File: config.mk
export PLATFORM = sky130hd
export DESIGN_NAME = if_id_fetch_stage
export DESIGN_NICKNAME = d
export VERILOG_FILES = /design/src/rtl/if_id_fetch_stage.sv
export SDC_FILE = /design/constraint.sdc
export NUM_CORES = 1
export LEC_CHECK = 0
export CORE_MARGIN = 2
export CORE_UTILIZATION = 48
export CTS_BUF_LIST = sky130_fd_sc_hd__clkbuf_8
export DETAILED_ROUTE_END_ITERATION = 8
export HOLD_SLACK_MARGIN = 0.1
export PLACE_DENSITY = 0.83
export SLEW_MARGIN = 20
export SYNTH_ARGS = -nofsm -noshare
export SYNTH_HDL_FRONTEND = slang
export SYNTH_SLANG_ARGS = --single-unit
export TNS_END_PERCENT = 10
File: constraint.sdc
create_clock -name clk -period 2.37 [get_ports clk]
set_input_delay 0.474 -clock clk [delete_from_list [all_inputs] [get_ports clk]]
set_output_delay 0.474 -clock clk [all_outputs]
set_load 0.005 [all_outputs]
File: src/rtl/if_id_fetch_stage.sv
// Instruction-fetch stage: owns the PC, drives the instruction-memory address and
// registers the fetched word and its PC into IF/ID, squashing it on EX redirects.
module if_id_fetch_stage #(
    parameter logic [31:0] RESET_PC  = 32'h0000_0000,
    parameter logic [31:0] NOP_INSTR = 32'h0000_0013,
    parameter int          CNT_W     = 32
) (
    input  logic             clk,
    input  logic             reset_n,
    input  logic             pc_enable,
    input  logic             load_enable,
    input  logic             redirect,
    input  logic [31:0]      redirect_target,
    output logic [31:0]      imem_addr,
    input  logic [31:0]      imem_data,
    output logic [31:0]      if_id_instruction,
    output logic [31:0]      if_id_pc,
    output logic             if_id_valid,
    output logic [CNT_W-1:0] fetch_count
);

    localparam logic [0:0] ST_BOOT = 1'b0;
    localparam logic [0:0] ST_RUN  = 1'b1;

    logic [0:0]       state_q, state_d;
    logic [31:0]      pc_q, pc_d;
    logic [31:0]      instr_q, instr_d;
    logic [31:0]      id_pc_q, id_pc_d;
    logic             valid_q, valid_d;
    logic [CNT_W-1:0] count_q, count_d;

    always_comb begin
        state_d = ST_RUN;
        pc_d    = pc_q;
        instr_d = instr_q;
        id_pc_d = id_pc_q;
        valid_d = valid_q;
        count_d = count_q;

        if (state_q == ST_RUN) begin
            // A resolved branch in EX outranks any stall: the younger ID word is squashed.
            if (redirect) begin
                pc_d    = redirect_target & 32'hFFFF_FFFC;
                instr_d = NOP_INSTR;
                id_pc_d = pc_q;
                valid_d = 1'b0;
            end else begin
                if (pc_enable) begin
                    pc_d = pc_q + 32'd4;
                end
                if (load_enable) begin
                    instr_d = imem_data;
                    id_pc_d = pc_q;
                    valid_d = 1'b1;
                    count_d = count_q + CNT_W'(1);
                end
            end
        end
    end

    always_ff @(posedge clk or negedge reset_n) begin
        if (!reset_n) begin
            state_q <= ST_BOOT;
            pc_q    <= RESET_PC;
            instr_q <= NOP_INSTR;
            id_pc_q <= RESET_PC;
            valid_q <= 1'b0;
            count_q <= '0;
        end else begin
            state_q <= state_d;
            pc_q    <= pc_d;
            instr_q <= instr_d;
            id_pc_q <= id_pc_d;
            valid_q <= valid_d;
            count_q <= count_d;
        end
    end

    assign imem_addr         = pc_q;
    assign if_id_instruction = instr_q;
    assign if_id_pc          = id_pc_q;
    assign if_id_valid       = valid_q;
    assign fetch_count       = count_q;

endmodule

==> results_dict.tcl <==
set metrics [dict create \
    start_util_pct 49.5 \
    path_buf_inv 0 \
    internal_power_w 0.00451 \
    rsz0062_at_grt "false" \
    synth_compound_area_share_pct 13.7 \
    powerDensity_nw_per_um2 710 \
    maxSlewHeadroom_pct 60.7 \
    synth_edf_count 0 \
    diodes 0 \
    critical_path.cell_chain "and4_1 -> nand4_2 -> nor4_2 -> mux2_1" \
    dpl.hpwl_mm 12.6 \
    viasPerCell 5.64 \
    power_frac_clock_pct 35.4 \
    report.final.hold_viol_count 0 \
    max_slew.worst_pin.slew_ns 0.585 \
    cp_data_required_time_ns 2.70 \
    synth_cells 609 \
    netlist_area_um2 5990 \
    path_delay_family "simple AND/OR/NAND/NOR gates" \
    synth-xor-area-share_pct 4.53 \
    area_delta_synth_final_pct 45.1 \
    cts_tree "yes" \
    yosysSeqAreaShare_pct 52.7 \
    worst-setup-path-type "register to register" \
    clock-sinks 126 \
    core_area_um2 12100 \
    synth_top_family_by_area "simple AND/OR/NAND/NOR gates" \
    clock_tree.root_cell "clkbuf_8" \
    setup_viol 0 \
    synthMuxAreaShare_pct 0.355 \
    boundaryPins 198 \
    gr-total-overflow 0 \
    design.die.area_um2 13400 \
    gp_congestion 0.875 \
    hold_path_class "register to register" \
    synth-main-ff-cell "dfrtp_1" \
    pwr-share-seq_pct 43.0 \
    clk_latency_ns 0.45 \
    p_leak_nw 3.82 \
    combPwrFrac_pct 21.6 \
    max_stage_delay_ns 0.47 \
    clk_pin_slew_ns 0.08 \
    yosys.area_share.simple_pct 24.1 \
    status "completed" \
    grt_pass1_wl_mm 28.0 \
    vias 5585 \
    rows 40 \
    finalSetupTns_ns 0 \
    switching_share_pct 27.0 \
    instances_no_fill 991 \
    grt_pass1_vias 5563 \
    utilization_pct 71.8 \
    drc 0 \
    worstPathMaxFanout 11 \
    fin_nets 881 \
    wl_mm 17.6 \
    yosysTopAreaCellShare_pct 51.4 \
    wire_per_inst_um 17.7 \
    ctsResizeCount 0 \
    grt_max_degree 44 \
    cp.arrival_ns 2.42 \
    peakVddDrop_uv 466 \
    finalMaxSlewViolations 0 \
    place_inst 958 \
    endpoint_kind "register" \
    clock_path_buffers 2 \
    drt_pass1_iterations 6 \
    gr-usage-all-layers_pct 26.9 \
    synth_adder_area_share_pct 0.418 \
    die-width_um 116 \
    synth.largest_area_cell "dfrtp_1" \
    async_flop_share_pct 100 \
    start_kind "register" \
    period_minus_slack_ns 2.09 \
    ys_warn_count 0 \
    io_buffers 191 \
    htreeDepth 4 \
    p_switching_w 0.00166 \
    antenna_found_initial 0 \
    ys_types 58 \
    postRouteAntennaNets 0 \
    fin_crit_sh_pct 88.2 \
    fmax_mhz 479 \
    synth_area_leaders "dfrtp_1, nand2_1, a22o_1" \
    numCtsBuffers 17 \
    critPathSlowestCell "nor4_2" \
    ys_ff_latch 126 \
    fp.dieH_um 116 \
    drv_cap 0 \
    drt_iter0_drc 618 \
    drive_above_1_share_pct 10.6 \
    finalPower_w 0.00617 \
    fin_worst_skew_ns 0.0105 \
    avgSynthCellArea_um2 9.84 \
]
final cells by class:
type / count / area (um2)
well taps: 168 / 210
inverters: 8 / 30.0
clock buffers: 20 / 275
clock inverters: 12 / 191
fillers: 894 / 3410
repair buffers: 225 / 2220
flip-flops and latches: 126 / 3160
multi-input cells: 432 / 2620
power groups by stage:
stage | logic, W | clock network [W] | registers [W]
floorplan | 0.000452 | 0 | 0.00267
global placement | 0.00130 | 0 | 0.00267
detailed placement | 0.00133 | 0 | 0.00269
CTS | 0.00134 | 0.00223 | 0.00265
global route | 0.00145 | 0.00231 | 0.00269
finish | 0.00133 | 0.00219 | 0.00265
cells by family (layout without fill, tap and decap cells):
| kind of cell | after synthesis | after routing |
|---|---|---|
| AND/OR/NAND/NOR | 277 | 277 |
| flip-flops | 126 | 126 |
| multiplexers | 2 | 2 |
| AO/OA/AOI/OAI | 115 | 115 |
| adder cells (fa/ha/maj) | 2 | 2 |
| buffers and inverters | 54 | 265 |
| XOR/XNOR | 31 | 31 |
| other | 2 | 5 |
metrics by stage:
step	cell area (um2)	hold WS [ns]	setup WS [ns]
floorplan	6000	0.178	0.578
finish	8700	0.474	0.281
global route	8700	0.506	0.204
detailed placement	8220	0.461	-0.0637
global placement	8220	0.458	0.0325
CTS	8700	0.479	0.339
placed cells by master, fill, tap and decap left out, types with 6 or more instances in the layout:
| master | count |
|---|---|
| a21oi_1 | 14 |
| xor2_1 | 16 |
| inv_1 | 10 |
| clkdlybuf4s50_1 | 190 |
| buf_4 | 30 |
| nor2_1 | 28 |
| nor4_2 | 8 |
| or3_1 | 11 |
| xnor2_1 | 15 |
| and3_1 | 17 |
| nand2_1 | 122 |
| nand4_1 | 22 |
| and4_1 | 10 |
| clkbuf_8 | 20 |
| and2_1 | 6 |
| dfrtp_1 | 123 |
| a22o_1 | 30 |
| nand3_1 | 22 |
| o211ai_1 | 7 |
| nor3_1 | 11 |
| o21ai_0 | 23 |
worst paths after layout:
kind	from	endpoint	slack, ns	cells past startpoint
setup reg to reg	imem_addr[10]	imem_addr[31]	0.28	4
hold / removal	fetch_count[31]	fetch_count[31]	0.47	1
setup / recovery	imem_addr[10]	imem_addr[31]	0.28	4
max in group asynchronous	reset_n	if_id_instruction[1]	1.11	3
hold reg to reg	fetch_count[31]	fetch_count[31]	0.47	1
min in group asynchronous	reset_n	if_id_instruction[28]	0.54	2
Yosys cell counts (5+ instances only):
cell type  instances
dfrtp_1          123
nand2_1          122
a22o_1            30
nor2_1            28
clkbuf_1          27
o21ai_0           23
nand3_1           22
nand4_1           22
and3_1            17
xor2_1            16
xnor2_1           15
a21oi_1           14
nor3_1            11
or3_1             11
and4_1            10
buf_2              8
inv_1              8
nor4_2             8
buf_4              7
o211ai_1           7
and2_1             6
a31oi_1            5
nor3_2             5
layer usage:
layer / up-vias / wire length [um] / track usage (%)
met1: 2710 / 7400 / 34.6
met2: 275 / 8480 / 44.2
met3: 36 / 1410 / 8.00
li1: 2564 / - / -
met4: 0 / 303 / 8.17
met5: - / 0 / 0
sequential cells by signal, summed over array words and instances, names as in the netlist:
| name | count |
|---|---|
| imem_addr | 30 |
| if_id_valid | 1 |
| if_id_pc | 30 |
| state_q | 1 |
| if_id_instruction | 32 |
| fetch_count | 32 |
what timing repair did:
action                     CTS  global route
hold endpoints to repair    37             0
setup endpoints to repair    0             0
buffers inserted             0             0
hold buffers                 1             0
(Power assumes the default switching activity.)
